[config.mk]
export PLATFORM = sky130hd
export DESIGN_NAME = hazard_ctrl_flat
export DESIGN_NICKNAME = d
export VERILOG_FILES = /design/src/rtl/hazard_pkg.sv /design/src/rtl/hazard_ctrl_if.sv /design/src/rtl/hazard_fwd_cmp.sv /design/src/rtl/hazard_ctrl.sv /design/src/flat_wrapper.sv
export SDC_FILE = /design/constraint.sdc
export NUM_CORES = 1
export LEC_CHECK = 0
export BUFFER_PORTS_ARGS = -buffer_cell sky130_fd_sc_hd__buf_4
export CORE_AREA = 2 2 39 41
export DETAILED_ROUTE_END_ITERATION = 10
export DIE_AREA = 0 0 41 43
export PLACE_DENSITY = 0.8
export SLEW_MARGIN = 10
export SYNTH_ARGS = -nofsm -noshare
export SYNTH_HDL_FRONTEND = slang
export SYNTH_SLANG_ARGS = --single-unit
export TNS_END_PERCENT = 5
[constraint.sdc]
create_clock -name clk -period 1.4 [get_ports clk]
set_clock_uncertainty 0.15 [all_clocks]
set_input_delay 0.28 -clock clk [delete_from_list [all_inputs] [get_ports clk]]
set_output_delay 0.28 -clock clk [all_outputs]
set_load 0.01 [all_outputs]
[src/rtl/hazard_pkg.sv]
// Shared definitions for the pipeline hazard unit.
//   FWD_NONE / FWD_MEMWB / FWD_EXMEM : 2-bit forwarding-mux select codes
//   state_t                          : control-hazard FSM states
// Optional feature macro used elsewhere in the slice: HAZARD_PERF_EN
package hazard_pkg;

    localparam logic [1:0] FWD_NONE  = 2'b00;
    localparam logic [1:0] FWD_MEMWB = 2'b01;
    localparam logic [1:0] FWD_EXMEM = 2'b10;

    typedef enum logic {
        IDLE = 1'b0,
        WAIT = 1'b1
    } state_t;

endpackage

[src/rtl/hazard_ctrl_if.sv]
// Signal bundle between the pipeline datapath and the hazard unit.
//   master : pipeline side, drives ID/EX/MEM/WB register info, reads hazard decisions
//   slave  : hazard unit side
// Port summary:
//   ID  : id_valid, id_src_num, id_src_use, id_is_ctrl
//   EX  : ex_src_num, ex_wr_en, ex_wr_num, ex_mem_rd
//   MEM : mem_wr_en, mem_wr_num     WB : wb_wr_en, wb_wr_num
//   resolve stage : rs_taken
//   decisions : fwd_sel, stall_pc, stall_ifid, flush, ctrl_busy
// With HAZARD_PERF_EN defined, perf_stall_cnt and perf_flush_cnt are added.
interface hazard_ctrl_if #(
    parameter int NUM_REGS    = 8,
    parameter int NUM_SRC     = 2,
    parameter int RESOLVE_LAT = 1
);
    localparam int RA_W = $clog2(NUM_REGS);

    logic                      id_valid;
    logic [NUM_SRC*RA_W-1:0]   id_src_num;
    logic [NUM_SRC-1:0]        id_src_use;
    logic                      id_is_ctrl;
    logic [NUM_SRC*RA_W-1:0]   ex_src_num;
    logic                      ex_wr_en;
    logic [RA_W-1:0]           ex_wr_num;
    logic                      ex_mem_rd;
    logic                      mem_wr_en;
    logic [RA_W-1:0]           mem_wr_num;
    logic                      wb_wr_en;
    logic [RA_W-1:0]           wb_wr_num;
    logic                      rs_taken;
    logic [2*NUM_SRC-1:0]      fwd_sel;
    logic                      stall_pc;
    logic                      stall_ifid;
    logic [RESOLVE_LAT:0]      flush;
    logic                      ctrl_busy;
`ifdef HAZARD_PERF_EN
    logic [31:0]               perf_stall_cnt;
    logic [31:0]               perf_flush_cnt;
`endif

    modport master (
        output id_valid, id_src_num, id_src_use, id_is_ctrl,
        output ex_src_num, ex_wr_en, ex_wr_num, ex_mem_rd,
        output mem_wr_en, mem_wr_num, wb_wr_en, wb_wr_num, rs_taken,
        input  fwd_sel, stall_pc, stall_ifid, flush, ctrl_busy
`ifdef HAZARD_PERF_EN
        , input perf_stall_cnt, perf_flush_cnt
`endif
    );

    modport slave (
        input  id_valid, id_src_num, id_src_use, id_is_ctrl,
        input  ex_src_num, ex_wr_en, ex_wr_num, ex_mem_rd,
        input  mem_wr_en, mem_wr_num, wb_wr_en, wb_wr_num, rs_taken,
        output fwd_sel, stall_pc, stall_ifid, flush, ctrl_busy
`ifdef HAZARD_PERF_EN
        , output perf_stall_cnt, perf_flush_cnt
`endif
    );

endinterface

[src/rtl/hazard_fwd_cmp.sv]
// Forwarding select for one EX-stage source operand.
// Ports:
//   src_num    in  RA_W  EX source register number
//   mem_wr_en  in  1     EX/MEM writes a register
//   mem_wr_num in  RA_W  EX/MEM destination
//   wb_wr_en   in  1     MEM/WB writes a register
//   wb_wr_num  in  RA_W  MEM/WB destination
//   sel        out 2     FWD_EXMEM / FWD_MEMWB / FWD_NONE
module hazard_fwd_cmp
    import hazard_pkg::*;
#(
    parameter int RA_W = 3
) (
    input  logic [RA_W-1:0] src_num,
    input  logic            mem_wr_en,
    input  logic [RA_W-1:0] mem_wr_num,
    input  logic            wb_wr_en,
    input  logic [RA_W-1:0] wb_wr_num,
    output logic [1:0]      sel
);

    logic mem_hit;
    logic wb_hit;

    // R0 is an ordinary register here, so no zero-register exclusion.
    assign mem_hit = mem_wr_en && (mem_wr_num == src_num);
    assign wb_hit  = wb_wr_en  && (wb_wr_num  == src_num);

    // The younger result (EX/MEM) wins when both stages write the same register.
    always_comb begin
        sel = FWD_NONE;
        if (mem_hit) begin
            sel = FWD_EXMEM;
        end else if (wb_hit) begin
            sel = FWD_MEMWB;
        end
    end

endmodule

[src/rtl/hazard_ctrl.sv]
// Hazard unit for the 5-stage pipe: EX operand forwarding, load-use stall and
// control-hazard handling (stall-until-resolve or predict-not-taken).
// Ports:
//   clk  in  clock
//   rst  in  asynchronous active-high reset
//   hz   hazard_ctrl_if.slave (pipeline register info in, hazard decisions out)
// Parameters: NUM_REGS, NUM_SRC, RESOLVE_LAT (1..3), PRED_NT (0 stall, 1 predict not-taken)
// Optional macro HAZARD_PERF_EN adds saturating stall-cycle and taken-flush counters.
module hazard_ctrl
    import hazard_pkg::*;
#(
    parameter int NUM_REGS    = 8,
    parameter int NUM_SRC     = 2,
    parameter int RESOLVE_LAT = 1,
    parameter int PRED_NT     = 0
) (
    input  logic          clk,
    input  logic          rst,
    hazard_ctrl_if.slave  hz
);

    localparam int RA_W  = $clog2(NUM_REGS);
    localparam int CNT_W = $clog2(RESOLVE_LAT + 1);
    localparam int FL_W  = RESOLVE_LAT + 1;

    state_t               state;
    state_t               state_nxt;
    logic [CNT_W-1:0]     cnt;
    logic [CNT_W-1:0]     cnt_nxt;
    logic [NUM_SRC-1:0]   src_hit;
    logic [2*NUM_SRC-1:0] fwd_sel;
    logic                 load_use;
    logic                 ctrl_in_id;
    logic                 resolve;
    logic                 taken_flush;
    logic                 stall_pc;
    logic                 stall_ifid;
    logic [FL_W-1:0]      flush;

    for (genvar i = 0; i < NUM_SRC; i++) begin : g_src
        hazard_fwd_cmp #(
            .RA_W (RA_W)
        ) u_fwd_cmp (
            .src_num    (hz.ex_src_num[i*RA_W +: RA_W]),
            .mem_wr_en  (hz.mem_wr_en),
            .mem_wr_num (hz.mem_wr_num),
            .wb_wr_en   (hz.wb_wr_en),
            .wb_wr_num  (hz.wb_wr_num),
            .sel        (fwd_sel[2*i +: 2])
        );

        assign src_hit[i] = hz.id_src_use[i] &&
                            (hz.id_src_num[i*RA_W +: RA_W] == hz.ex_wr_num);
    end

    assign load_use    = hz.ex_mem_rd && hz.ex_wr_en && hz.id_valid && (|src_hit);
    assign ctrl_in_id  = hz.id_valid && hz.id_is_ctrl;
    // Last WAIT cycle: the branch/jump is now in its resolve stage.
    assign resolve     = (state == WAIT) && (cnt == CNT_W'(1));
    assign taken_flush = (PRED_NT != 0) && resolve && hz.rs_taken;

    // State register; reset may arrive mid-WAIT and simply abandons the count.
    always_ff @(posedge clk or posedge rst) begin
        if (rst) begin
            state <= IDLE;
            cnt   <= '0;
        end else begin
            state <= state_nxt;
            cnt   <= cnt_nxt;
        end
    end

    // Entry is deferred while a load-use stall holds the control instruction in ID.
    always_comb begin
        state_nxt = state;
        cnt_nxt   = cnt;
        case (state)
            IDLE: begin
                if (ctrl_in_id && !load_use) begin
                    state_nxt = WAIT;
                    cnt_nxt   = CNT_W'(RESOLVE_LAT);
                end
            end
            WAIT: begin
                if (resolve) begin
                    state_nxt = IDLE;
                    cnt_nxt   = '0;
                end else begin
                    cnt_nxt = cnt - CNT_W'(1);
                end
            end
            default: begin
                state_nxt = IDLE;
                cnt_nxt   = '0;
            end
        endcase
    end

    // Decision priority: taken-flush, then load-use, then control stall.
    // A load-use hold of IF/ID overrides the control squash of IF/ID.
    always_comb begin
        stall_pc   = 1'b0;
        stall_ifid = 1'b0;
        flush      = '0;
        if (!rst) begin
            if (taken_flush) begin
                flush = '1;
            end else if (load_use) begin
                stall_pc   = 1'b1;
                stall_ifid = 1'b1;
                flush[1]   = 1'b1;
            end else if (PRED_NT == 0) begin
                if (state == WAIT) begin
                    stall_pc = !resolve;
                    flush[0] = 1'b1;
                end else if (ctrl_in_id) begin
                    stall_pc = 1'b1;
                    flush[0] = 1'b1;
                end
            end else begin
                // Only one control instruction may be outstanding; a second one waits in ID.
                if ((state == WAIT) && ctrl_in_id) begin
                    stall_pc   = 1'b1;
                    stall_ifid = 1'b1;
                    flush[1]   = 1'b1;
                end
            end
        end
    end

    assign hz.fwd_sel    = fwd_sel;
    assign hz.stall_pc   = stall_pc;
    assign hz.stall_ifid = stall_ifid;
    assign hz.flush      = flush;
    assign hz.ctrl_busy  = (state == WAIT);

`ifdef HAZARD_PERF_EN
    logic [31:0] perf_stall;
    logic [31:0] perf_flush;

    // Saturating event counters for stall cycles and taken-branch flushes.
    always_ff @(posedge clk or posedge rst) begin
        if (rst) begin
            perf_stall <= '0;
            perf_flush <= '0;
        end else begin
            if (stall_pc && (perf_stall != 32'hFFFF_FFFF)) begin
                perf_stall <= perf_stall + 32'd1;
            end
            if (taken_flush && (perf_flush != 32'hFFFF_FFFF)) begin
                perf_flush <= perf_flush + 32'd1;
            end
        end
    end

    assign hz.perf_stall_cnt = perf_stall;
    assign hz.perf_flush_cnt = perf_flush;
`endif

endmodule
[src/flat_wrapper.sv]
// flat-port wrapper written by rule: the top's interface ports become plain ports
module hazard_ctrl_flat import hazard_pkg::*;
#(
    parameter int NUM_REGS    = 8,
    parameter int NUM_SRC     = 2,
    parameter int RESOLVE_LAT = 1,
    parameter int PRED_NT     = 0
)
  (clk, rst, hz_id_valid, hz_id_src_num, hz_id_src_use, hz_id_is_ctrl, hz_ex_src_num, hz_ex_wr_en, hz_ex_wr_num, hz_ex_mem_rd, hz_mem_wr_en, hz_mem_wr_num, hz_wb_wr_en, hz_wb_wr_num, hz_rs_taken, hz_fwd_sel, hz_stall_pc, hz_stall_ifid, hz_flush, hz_ctrl_busy);
  hazard_ctrl_if #(.NUM_REGS(NUM_REGS), .NUM_SRC(NUM_SRC), .RESOLVE_LAT(RESOLVE_LAT)) hz_i ();
  input  logic clk;
  input  logic rst;
  input wire logic [$bits(hz_i.id_valid)-1:0] hz_id_valid;
  input wire logic [$bits(hz_i.id_src_num)-1:0] hz_id_src_num;
  input wire logic [$bits(hz_i.id_src_use)-1:0] hz_id_src_use;
  input wire logic [$bits(hz_i.id_is_ctrl)-1:0] hz_id_is_ctrl;
  input wire logic [$bits(hz_i.ex_src_num)-1:0] hz_ex_src_num;
  input wire logic [$bits(hz_i.ex_wr_en)-1:0] hz_ex_wr_en;
  input wire logic [$bits(hz_i.ex_wr_num)-1:0] hz_ex_wr_num;
  input wire logic [$bits(hz_i.ex_mem_rd)-1:0] hz_ex_mem_rd;
  input wire logic [$bits(hz_i.mem_wr_en)-1:0] hz_mem_wr_en;
  input wire logic [$bits(hz_i.mem_wr_num)-1:0] hz_mem_wr_num;
  input wire logic [$bits(hz_i.wb_wr_en)-1:0] hz_wb_wr_en;
  input wire logic [$bits(hz_i.wb_wr_num)-1:0] hz_wb_wr_num;
  input wire logic [$bits(hz_i.rs_taken)-1:0] hz_rs_taken;
  output wire logic [$bits(hz_i.fwd_sel)-1:0] hz_fwd_sel;
  output wire logic [$bits(hz_i.stall_pc)-1:0] hz_stall_pc;
  output wire logic [$bits(hz_i.stall_ifid)-1:0] hz_stall_ifid;
  output wire logic [$bits(hz_i.flush)-1:0] hz_flush;
  output wire logic [$bits(hz_i.ctrl_busy)-1:0] hz_ctrl_busy;
  assign hz_i.id_valid = hz_id_valid;
  assign hz_i.id_src_num = hz_id_src_num;
  assign hz_i.id_src_use = hz_id_src_use;
  assign hz_i.id_is_ctrl = hz_id_is_ctrl;
  assign hz_i.ex_src_num = hz_ex_src_num;
  assign hz_i.ex_wr_en = hz_ex_wr_en;
  assign hz_i.ex_wr_num = hz_ex_wr_num;
  assign hz_i.ex_mem_rd = hz_ex_mem_rd;
  assign hz_i.mem_wr_en = hz_mem_wr_en;
  assign hz_i.mem_wr_num = hz_mem_wr_num;
  assign hz_i.wb_wr_en = hz_wb_wr_en;
  assign hz_i.wb_wr_num = hz_wb_wr_num;
  assign hz_i.rs_taken = hz_rs_taken;
  assign hz_fwd_sel = hz_i.fwd_sel;
  assign hz_stall_pc = hz_i.stall_pc;
  assign hz_stall_ifid = hz_i.stall_ifid;
  assign hz_flush = hz_i.flush;
  assign hz_ctrl_busy = hz_i.ctrl_busy;
  hazard_ctrl #(.NUM_REGS(NUM_REGS), .NUM_SRC(NUM_SRC), .RESOLVE_LAT(RESOLVE_LAT), .PRED_NT(PRED_NT)) u_core (.clk(clk), .rst(rst), .hz(hz_i));
endmodule
==> results of run 1 <==
## stage by stage
step,setup slack [ns],std cells
3_5_place_dp,-0.280,107
6_report,-0.306,114
5_1_grt,-0.407,114
4_1_cts,-0.231,113
2_1_floorplan,-0.0789,47
3_3_place_gp,-0.245,107
## worst min-delay path: cells and delay by family
family                 cells  cell delay, ns
and+or+nand+nor            1            0.07
AOI/OAI and AO/OA          1            0.07
buffers and inverters      1            0.12
## sequential cells by signal, summed over array words and instances (netlist names)
name	flops
u_core.cnt	1
u_core.hz.ctrl_busy	1
## metal layers
metal | wire length, µm | share of wire [%] | global-route usage, % | vias up
li1 | - | - | - | 267
met1 | 441 | 32 | 16.4 | 243
met2 | 782 | 57 | 34.1 | 33
met3 | 116 | 8.4 | 6.81 | 6
met4 | 36 | 2.6 | 6.67 | 0
met5 | 0 | 0 | 0 | -
## worst paths after layout
path,start,cells past startpoint,to
setup / recovery,hz_ex_wr_num[0],6,hz_flush[1]
hold / removal,hz_id_is_ctrl,3,u_core.hz.ctrl_busy
setup reg to reg,u_core.hz.ctrl_busy,3,u_core.cnt
hold reg to reg,u_core.cnt,2,u_core.hz.ctrl_busy
max in group asynchronous,rst,3,u_core.cnt
min in group asynchronous,rst,3,u_core.hz.ctrl_busy
## what timing repair did
item                                    in CTS  in global routing
pin swaps                                   12                  6
endpoints found under the setup margin       7                  9
hold buffers                                 1                  0
hold endpoints to repair                     2                  0
resized for setup                           19                  4
setup buffers                                2                  1
## area by class of cell
class                           count  area, µm²  share of cell area, %
Clock buffer                        3       22.5                   2.45
Inverter                            1       3.75                  0.408
Multi-Input combinational cell     41        390                   42.4
Sequential cell                     2       50.0                   5.43
Tap cell                           16       20.0                   2.17
Timing Repair Buffer               51        434                   47.1
## cells by family after synthesis
group / Yosys count
buf+inv: 4
xor+xnor: 18
flops: 2
compound gates: 8
simple gates: 15
## where the power goes
part	total [mW]	internal, mW	switching, mW
Sequential	0.0931	0.0788	0.0143
Combinational	0.353	0.209	0.144
Clock	0.130	0.0947	0.0349
Total	0.575	0.382	0.193
## Yosys cell counts
cell type | number | share of area [%]
sky130_fd_sc_hd__xor2_1 | 4 | 9.5
sky130_fd_sc_hd__dfrtp_1 | 2 | 14
sky130_fd_sc_hd__a2111oi_2 | 1 | 4.1
sky130_fd_sc_hd__o21a_1 | 1 | 2.0
sky130_fd_sc_hd__nand4_1 | 4 | 6.8
sky130_fd_sc_hd__nand3_1 | 1 | 1.4
sky130_fd_sc_hd__a21oi_1 | 2 | 2.7
sky130_fd_sc_hd__buf_4 | 3 | 6.1
sky130_fd_sc_hd__nor3_1 | 3 | 4.1
sky130_fd_sc_hd__a211oi_1 | 2 | 4.1
sky130_fd_sc_hd__and2_1 | 1 | 1.7
sky130_fd_sc_hd__nand2b_1 | 1 | 1.7
sky130_fd_sc_hd__inv_1 | 1 | 1.0
sky130_fd_sc_hd__o31ai_1 | 1 | 2.0
sky130_fd_sc_hd__o21ai_0 | 1 | 1.4
sky130_fd_sc_hd__nor2_1 | 2 | 2.0
sky130_fd_sc_hd__nand2_1 | 3 | 3.0
sky130_fd_sc_hd__xnor2_1 | 14 | 33
==> run_results.csv, run 1 <==
group,metric,value,unit
floorplanning,design.portCount,41,
clocking,clock_tree_root,"sky130_fd_sc_hd__clkbuf_4",
layout,number_of_filler_instances_in_the_final_layout,122,
synth,synthMuxAreaShare,0,%
placement,half_perimeter_wire_length_after_detailed_placement,1000,µm
flow_run,max_cap_violations,0,
synth,yosys_register_bits,2,
sta,maxSlewViolCount,0,
layout,layout.cells.most_common_list,"39 x sky130_fd_sc_hd__buf_4, 9 x sky130_fd_sc_hd__xnor2_2, 9 x sky130_fd_sc_hd__buf_6",
setup_path,critical_path.cell_chain,"buf_8, xnor2_2, nand4_1, a21oi_2, and2_4, buf_6",
synth,area_fraction_in_compound_gates_after_synthesis,16.2,%
synth,yosysSeqAreaShare,13.5,%
detailed_routing,routed_wirelength,1380,µm
power_and_ir_drop,power_density,625,nW/µm²
setup_path,timing.critical_path.max_delay_family,"simple AND/OR/NAND/NOR gates",
detailed_routing,drtIter0Drc,3,
clocking,cts.reportedPaths.clkPinSlew,0.03,ns
setup_path,critPathMaxFanout,4,
global_route,antenna_violations_before_repair,0,
synth,post_synth_inst_count,47,
global_route,first_global_vias,613,
detailed_routing,postRouteAntennaNets,0,
detailed_routing,detail_route.drc_violations,0,
layout,fin_nets,132,
synth,mappedNetlistArea,370,µm²
sta,report.final.hold_viol_count,0,
placement,portbufs,39,
power_and_ir_drop,power.total,0.575,mW
placement,place.gp.congestion,0.664,
setup_path,crit_slowest_cell,"sky130_fd_sc_hd__a21oi_2",
sta,timing.max_slew.rel_slack,82.9,%
setup_path,timing.setup.critical_path_class,"input pin to output pin",
global_route,global_route.overflow_total,0,
global_route,track_usage,18.4,%
floorplanning,start_util,26.8,%
global_route,grt_max_degree,6,
floorplanning,std_cell_core_area,1380,µm²
layout,post-route-util,66.5,%
sta,finalCritPeriodShare,122,%
floorplanning,die_height,43,µm
placement,placed_cell_area,742,µm²
synth,xor_xnor_cell_area_share_of_the_yosys_netlist,42.6,%
layout,leading_cell_type_in_the_layout_fill_and_taps_excluded,"sky130_fd_sc_hd__buf_4",
sta,finalWorstPathRequiredPeriod,1.71,ns
detailed_routing,post_drt_via_cell_ratio,4.82,
clocking,tritoncts_num_sinks,2,
sta,worst-slew-pin-transition,0.257,ns
clocking,cts_made_buffers,3,
setup_path,timing.critical_path.slowest_cell_delay,0.25,ns
synth,synth_top_family_by_area,"XOR/XNOR gates",
clocking,tritoncts,"yes",
synth,synth-simple-area-share,20.6,%
sta,post-route-worst-setup-slack,-0.306,ns
outcome,violations,"negative setup slack",
synth,synth_nets,79,
clocking,htreeDepth,1,
synth,synth_adder_area_share,0,%
sta,finalSetupViolations,7,
sta,rsz0062_at_grt,"true",
layout,antenna_cells_inserted,0,
floorplanning,rows,14,
sta,clock.fmax,586,MHz
clocking,cts_max_path_buffers,2,
setup_path,end_kind,"output pin",
detailed_routing,detail_route.first_pass.iterations,4,
floorplanning,dieWidth,41,µm
synth,synthesis.area_per_instance,7.88,µm²
outcome,run_status,"complete, but fails checks",
detailed_routing,vias,549,
setup_path,cp_num_buf_inv,2,
floorplanning,floorplan.die_area,1760,µm²
setup_path,cp_data_required_time,0.97,ns
setup_path,cp_data_arrival_time,1.28,ns
setup_path,cp-start-kind,"input pin",
global_route,grt_first_pass_wirelength,2230,µm
detailed_routing,routed_len_inst,12.1,µm
layout,layout.cell_area.non_filler,921,µm²
synth,yosys_warnings,0,
sta,fin_setup_tns,-1.33,ns
layout,flow.area_growth_from_synthesis,149,%
synth,synth_cell_types,18,
layout,drive_above_1_share,68.4,%
power_and_ir_drop,highest_ir_drop_seen_on_vdd,0.000342,V
setup_path,reg2reg_slack,0.19,ns
sta,fin_hold_ws,0.216,ns
min_path,holdCritPathClass,"input pin to flip-flop",
power_and_ir_drop,p_leak,0.442,nW
clocking,clkLatencyLatePin,0.23,ns
Note: power is estimated with default switching activity, not from simulation.
==> run 2, diff against run 1 <==
GPL_TIMING_DRIVEN = 0   (was default)
==> run 2 against run 1 <==
Net effect:
- the flow still finishes with violations (negative setup slack)
- via count decreased by 1.8%
- die area unchanged
- final area decreased by 4.8%
- critical path type unchanged
- largest cell class unchanged
- largest power group unchanged
==> run_results.csv, run 2 (synthesis gave the netlist of run 1 again) <==
group,metric,value,unit
outcome,run_status,"complete, but fails checks",
outcome,violations,"negative setup slack",
global_route,global_route.overflow_total,0,
min_path,holdCritPathClass,"input pin to flip-flop",
global_route,antenna_violations_before_repair,0,
layout,drive_above_1_share,68.4,%
sta,finalWorstPathRequiredPeriod,1.70,ns
clocking,cts.reportedPaths.clkPinSlew,0.03,ns
flow_run,max_cap_violations,0,
floorplanning,start_util,26.8,%
sta,clock.fmax,589,MHz
detailed_routing,routed_wirelength,1300,µm
setup_path,cp_data_required_time,0.97,ns
detailed_routing,routed_len_inst,11.4,µm
floorplanning,std_cell_core_area,1380,µm²
clocking,cts_made_buffers,3,
layout,sequential_cell_area,51.3,µm²
power_and_ir_drop,highest_ir_drop_seen_on_vdd,0.000294,V
power_and_ir_drop,p_leak,0.421,nW
sta,fin_setup_tns,-1.33,ns
sta,finalSetupViolations,8,
clocking,tritoncts,"yes",
sta,rsz0062_at_grt,"true",
detailed_routing,post_drt_via_cell_ratio,4.73,
floorplanning,dieWidth,41,µm
global_route,gr-usage-met3,5.24,%
global_route,gr-usage-met2,34.7,%
sta,worst-slew-pin-transition,0.264,ns
layout,leading_cell_type_in_the_layout_fill_and_taps_excluded,"sky130_fd_sc_hd__buf_4",
setup_path,end_kind,"output pin",
sta,post-route-worst-setup-slack,-0.297,ns
setup_path,cp-start-kind,"input pin",
setup_path,critPathMaxFanout,3,
layout,area_of_combinational_cells_with_multiple_inputs,368,µm²
layout,layout.cells.most_common_list,"44 x sky130_fd_sc_hd__buf_4, 7 x sky130_fd_sc_hd__xnor2_2, 7 x sky130_fd_sc_hd__xnor2_1",
clocking,htreeDepth,1,
clocking,tritoncts_num_sinks,2,
floorplanning,floorplan.die_area,1760,µm²
layout,fin_nets,132,
sta,maxSlewViolCount,0,
floorplanning,die_height,43,µm
sta,fin_hold_ws,0.227,ns
clocking,cts_max_path_buffers,2,
sta,finalCritPeriodShare,121,%
layout,number_of_filler_instances_in_the_final_layout,125,
placement,portbufs,39,
layout,flow.area_growth_from_synthesis,137,%
setup_path,timing.setup.critical_path_class,"input pin to output pin",
detailed_routing,postRouteAntennaNets,0,
placement,half_perimeter_wire_length_after_detailed_placement,925,µm
placement,place.gp.congestion,0.649,
clocking,clock_tree_root,"sky130_fd_sc_hd__clkbuf_4",
detailed_routing,detail_route.drc_violations,0,
clocking,clkLatencyLatePin,0.23,ns
setup_path,cp_data_arrival_time,1.27,ns
detailed_routing,detail_route.first_pass.iterations,6,
power_and_ir_drop,power_density,602,nW/µm²
global_route,grt_use_met1,17.1,%
global_route,track_usage,18.1,%
global_route,grt-busiest-layer,"met2",
layout,antenna_cells_inserted,0,
detailed_routing,vias,539,
floorplanning,rows,14,
global_route,grt_max_degree,9,
global_route,grt_first_pass_wirelength,2210,µm
global_route,first_global_vias,575,
floorplanning,design.portCount,41,
detailed_routing,drtIter0Drc,6,
sta,report.final.hold_viol_count,0,
sta,timing.max_slew.rel_slack,82.4,%
-- run 2: changes by cell type in the layout (fill, tap and decap cells not counted), moves of 2 or more --
cell                      before  now
sky130_fd_sc_hd__buf_4        39   44
sky130_fd_sc_hd__xnor2_1       5    7
sky130_fd_sc_hd__buf_6         9    5
sky130_fd_sc_hd__xnor2_2       9    7
-- run 2: report_power, final --
group / internal (mW) / total [mW] / switching, mW / leakage [nW]
Clock: 0.0947 / 0.130 / 0.0352 / 0.0138
Combinational: 0.177 / 0.284 / 0.107 / 0.385
Sequential: 0.0804 / 0.114 / 0.0331 / 0.0222
Total: 0.353 / 0.528 / 0.175 / 0.421
-- run 2: through the flow --
stage / std cells / power (mW) / setup slack, ns / utilization, % / area [µm²]
2_1_floorplan: 47 / 0.216 / -0.0789 / - / 395
3_3_place_gp: 102 / 0.344 / -0.365 / 51.2 / 708
3_5_place_dp: 102 / 0.348 / -0.365 / 51.2 / 708
4_1_cts: 114 / 0.528 / -0.260 / 62.5 / 865
5_1_grt: 114 / 0.571 / -0.387 / 63.4 / 877
6_report: 114 / 0.528 / -0.297 / 63.4 / 877
-- run 2: layout make-up --
type / instances / area share [%]
Buffer: 3 / 3.00
Multi-Input combinational cell: 41 / 41.9
Clock buffer: 3 / 2.57
Tap cell: 16 / 2.28
Timing Repair Buffer: 48 / 43.9
Inverter: 1 / 0.428
Sequential cell: 2 / 5.85
-- run 2: critical path, cell delays in order --
cell                      delay (ns)
sky130_fd_sc_hd__buf_6          0.11
sky130_fd_sc_hd__xnor2_2        0.14
sky130_fd_sc_hd__nand4_1        0.16
sky130_fd_sc_hd__a21oi_2        0.24
sky130_fd_sc_hd__and2_4         0.18
sky130_fd_sc_hd__buf_6          0.08
sky130_fd_sc_hd__buf_6          0.08
-- run 2: final timing paths --
check / start / end / slack [ns] / cells after the start
max: hz_ex_wr_num[2] / hz_flush[1] / -0.30 / 7
min: hz_id_valid / u_core.hz.ctrl_busy / 0.23 / 3
max reg2reg: u_core.hz.ctrl_busy / u_core.cnt / 0.31 / 2
min reg2reg: u_core.cnt / u_core.cnt / 0.39 / 1
max in group asynchronous: rst / u_core.hz.ctrl_busy / 0.59 / 3
min in group asynchronous: rst / u_core.cnt / 0.37 / 3
-- run 2: per-layer routing --
metal / vias to the layer above / share of wire (%)
met5: - / 0
met4: 0 / 0
met3: 0 / 11
met2: 31 / 57
met1: 241 / 32
li1: 267 / -
-- run 2: what timing repair did --
action                                  CTS  global route
gates resized for setup                  14             2
hold buffers                              1             0
buffers inserted                          8             0
hold endpoints to repair                  2             0
pin swaps                                12             6
endpoints found under the setup margin    8             9
==> run 3, diff against run 2 <==
ABC_AREA = 1   (was default)
CORE_AREA = default   (was 2 2 39 41)
CORE_UTILIZATION = 32   (was default)
DIE_AREA = default   (was 0 0 41 43)
PLACE_DENSITY = 0.84   (was 0.8)
==> run 3 against run 2 <==
Net effect:
- the flow still finishes with violations (negative setup slack)
- clock power about the same
- cell count up 29%
- first-iteration DRC count up 33%
- critical endpoint is now hz_stall_pc
- largest cell class unchanged
==> run_results.csv, run 3 <==
group,metric,value,unit
clocking,clock_tree_root,"sky130_fd_sc_hd__clkbuf_4",
min_path,holdCritPathClass,"flip-flop to flip-flop",
sta,rsz0062_at_grt,"true",
floorplanning,start_util,34.4,%
detailed_routing,detail_route.drc_violations,0,
synth,synth.most_common_cell,"sky130_fd_sc_hd__nand2_1",
clocking,htreeDepth,1,
synth,ys_top_cells_by_area,"sky130_fd_sc_hd__nand2_1 27%, sky130_fd_sc_hd__inv_1 15%, sky130_fd_sc_hd__dfrtp_1 11%",
power_and_ir_drop,p_leak,0.526,nW
global_route,antenna_violations_before_repair,0,
layout,leading_cell_type_in_the_layout_fill_and_taps_excluded,"sky130_fd_sc_hd__buf_4",
setup_path,timing.critical_path.max_delay_family,"flip-flops",
setup_path,timing.critical_path.slowest_cell_delay,0.41,ns
outcome,run_status,"complete, but fails checks",
setup_path,timing.critical_path.depth,5,
layout,layout.cells.most_common_list,"33 x sky130_fd_sc_hd__buf_4, 24 x sky130_fd_sc_hd__nand2_1, 12 x sky130_fd_sc_hd__inv_1",
synth,async_flop_share,100,%
synth,mappedNetlistArea,448,µm²
setup_path,critPathMaxFanout,4,
setup_path,crit_slowest_cell,"sky130_fd_sc_hd__dfrtp_1",
clocking,cts.reportedPaths.clkPinSlew,0.03,ns
power_and_ir_drop,power_density,701,nW/µm²
detailed_routing,post_drt_via_cell_ratio,4.68,
layout,number_of_filler_instances_in_the_final_layout,98,
clocking,clkLatencyLatePin,0.22,ns
layout,drive_above_1_share,54.5,%
power_and_ir_drop,power.combinational.fraction,62.4,%
power_and_ir_drop,power.share.switching,39.0,%
global_route,grt_first_pass_wirelength,2040,µm
clocking,tritoncts,"yes",
power_and_ir_drop,highest_ir_drop_seen_on_vdd,0.000748,V
detailed_routing,drtIter0Drc,8,
setup_path,worst_r2r_endpoint,"u_core.cnt",
clocking,cts_max_path_buffers,2,
sta,report.final.hold_viol_count,0,
synth,synthesis.area_per_instance,5.09,µm²
floorplanning,rows,13,
synth,netlist_top_cells_count,"32 x sky130_fd_sc_hd__nand2_1, 18 x sky130_fd_sc_hd__inv_1, 11 x sky130_fd_sc_hd__nor2_1",
sta,finalSetupViolations,8,
layout,post-route-util,69.9,%
sta,post-route-worst-setup-slack,-0.134,ns
detailed_routing,routed_len_inst,10.0,µm
layout,fin_nets,166,
synth,yosys_register_bits,2,
clocking,tritoncts_num_sinks,2,
clocking,cts_made_buffers,3,
setup_path,launch_point_of_the_worst_path,"u_core.hz.ctrl_busy",
floorplanning,floorplan.die_area,1550,µm²
placement,half_perimeter_wire_length_after_detailed_placement,1070,µm
synth,yosys_top_cell_area_share,26.8,%
layout,antenna_cells_inserted,0,
synth,netlist.top_cell.by_area,"sky130_fd_sc_hd__nand2_1",
setup_path,timing.rr.start,"u_core.hz.ctrl_busy",
detailed_routing,detail_route.first_pass.iterations,4,
floorplanning,die_height,39.4,µm
placement,dpl_worst_slack,-0.152,ns
setup_path,cp_data_arrival_time,1.10,ns
setup_path,reg2reg_slack,0.27,ns
power_and_ir_drop,clockPowerShare,20.0,%
sta,clock.fmax,652,MHz
setup_path,timing.setup.critical_path_class,"flip-flop to output pin",
detailed_routing,postRouteAntennaNets,0,
synth,yosysSeqAreaShare,11.2,%
power_and_ir_drop,p_switching,0.249,mW
setup_path,cp_data_required_time,0.97,ns
setup_path,critical_path.cell_chain,"a21oi_2, inv_1, nand2_2, a21oi_2, buf_4",
sta,finalWorstPathRequiredPeriod,1.53,ns
setup_path,crit_path_frequent_cell,"sky130_fd_sc_hd__a21oi_2",
power_and_ir_drop,power_report.internal_total,0.389,mW
synth,synth_cell_types,19,
floorplanning,design.portCount,41,
sta,maxSlewViolCount,0,
sta,timing.max_slew.rel_slack,81.7,%
global_route,grt_max_degree,5,
detailed_routing,vias,688,
placement,place.gp.congestion,0.628,
floorplanning,std_cell_core_area,1300,µm²
synth,synth_nets,120,
global_route,first_global_vias,575,
synth,post_synth_inst_count,88,
setup_path,cp_num_buf_inv,2,
detailed_routing,routed_wirelength,1480,µm
flow_run,max_cap_violations,0,
setup_path,cp-start-kind,"flip-flop",
synth,yosys_warnings,0,
sta,worst-slew-pin-transition,0.273,ns
sta,finalCritPeriodShare,110,%
setup_path,end_kind,"output pin",
outcome,violations,"negative setup slack",
placement,portbufs,39,
layout,flow.area_growth_from_synthesis,103,%
global_route,track_usage,19.1,%
synth,edff_count_synth,0,
synth,postSynth.topFlopCell,"sky130_fd_sc_hd__dfrtp_1",
setup_path,reg2reg_depth,6,
floorplanning,dieWidth,39.4,µm
global_route,global_route.overflow_total,0,
setup_path,critPathCapture,"hz_stall_pc",
power_and_ir_drop,power.share.sequential,17.6,%
==> run 3: worst min path at each step <==
stage,startpoint,to,cells after the start
floorplan,rst,u_core.cnt,1
global placement,rst,u_core.cnt,2
detailed placement,rst,u_core.cnt,2
CTS,u_core.cnt,u_core.cnt,2
global route,u_core.cnt,u_core.cnt,2
finish,u_core.cnt,u_core.cnt,2
==> run 3: what timing repair did <==
item	4_1_cts	5_1_grt
gates cloned	0	0
endpoints found under the setup margin	8	8
pin swaps	16	15
gates resized for setup	16	22
hold buffers	1	0
endpoints found under the hold margin	2	0
setup buffers	0	1
==> run 3: logic make-up after synthesis <==
logic type	count (synthesis)	synth area share, %
flip-flops	2	11.2
AO/OA/AOI/OAI	8	10.9
buffers and inverters	22	20.9
XOR/XNOR	4	7.82
AND/OR/NAND/NOR	52	49.2
==> run 3: cell type report <==
cell class | count | area, µm² | area share (%)
Tap cell | 15 | 18.8 | 2.06
Clock buffer | 3 | 22.5 | 2.48
Multi-Input combinational cell | 64 | 362 | 39.8
Sequential cell | 2 | 50.0 | 5.50
Timing Repair Buffer | 41 | 352 | 38.7
Inverter | 19 | 78.8 | 8.67
Buffer | 3 | 26.3 | 2.89
==> run 3: power groups by stage <==
stage          Combinational (mW)  Clock (mW)  Sequential [mW]
2_1_floorplan               0.162           0            0.113
3_3_place_gp                0.317           0            0.108
3_5_place_dp                0.324           0            0.109
4_1_cts                     0.350       0.134            0.111
5_1_grt                     0.438       0.136            0.115
6_report                    0.398       0.128            0.112
==> run 3: metrics by stage <==
stage	hold slack [ns]	TNS, ns	cells	area, µm²	power, mW
final	0.330	-0.724	147	910	0.638
after global routing	0.350	-1.31	147	910	0.689
after CTS	0.335	-0.750	146	833	0.596
after detailed placement	0.0283	-0.843	142	762	0.434
after global placement	0.0208	-0.729	142	762	0.425
after floorplan	-0.120	0	88	450	0.275
==> run 3: worst reg2reg max path, delay by kind of cell, from the launching register on <==
family | cells | cell delay, ns
AO/OA/AOI/OAI | 1 | 0.15
AND/OR/NAND/NOR | 3 | 0.19
buffers and inverters | 2 | 0.11
flip-flops | 1 | 0.41
==> run 3: layer usage <==
layer	up-vias	global-route usage, %	part of all wire (%)	wire length [µm]
met1	301	18.5	36	531
met4	0	5.17	0	0
li1	353	-	-	-
met2	34	36.9	53	785
met3	0	6.82	11	158
met5	-	0	0	0
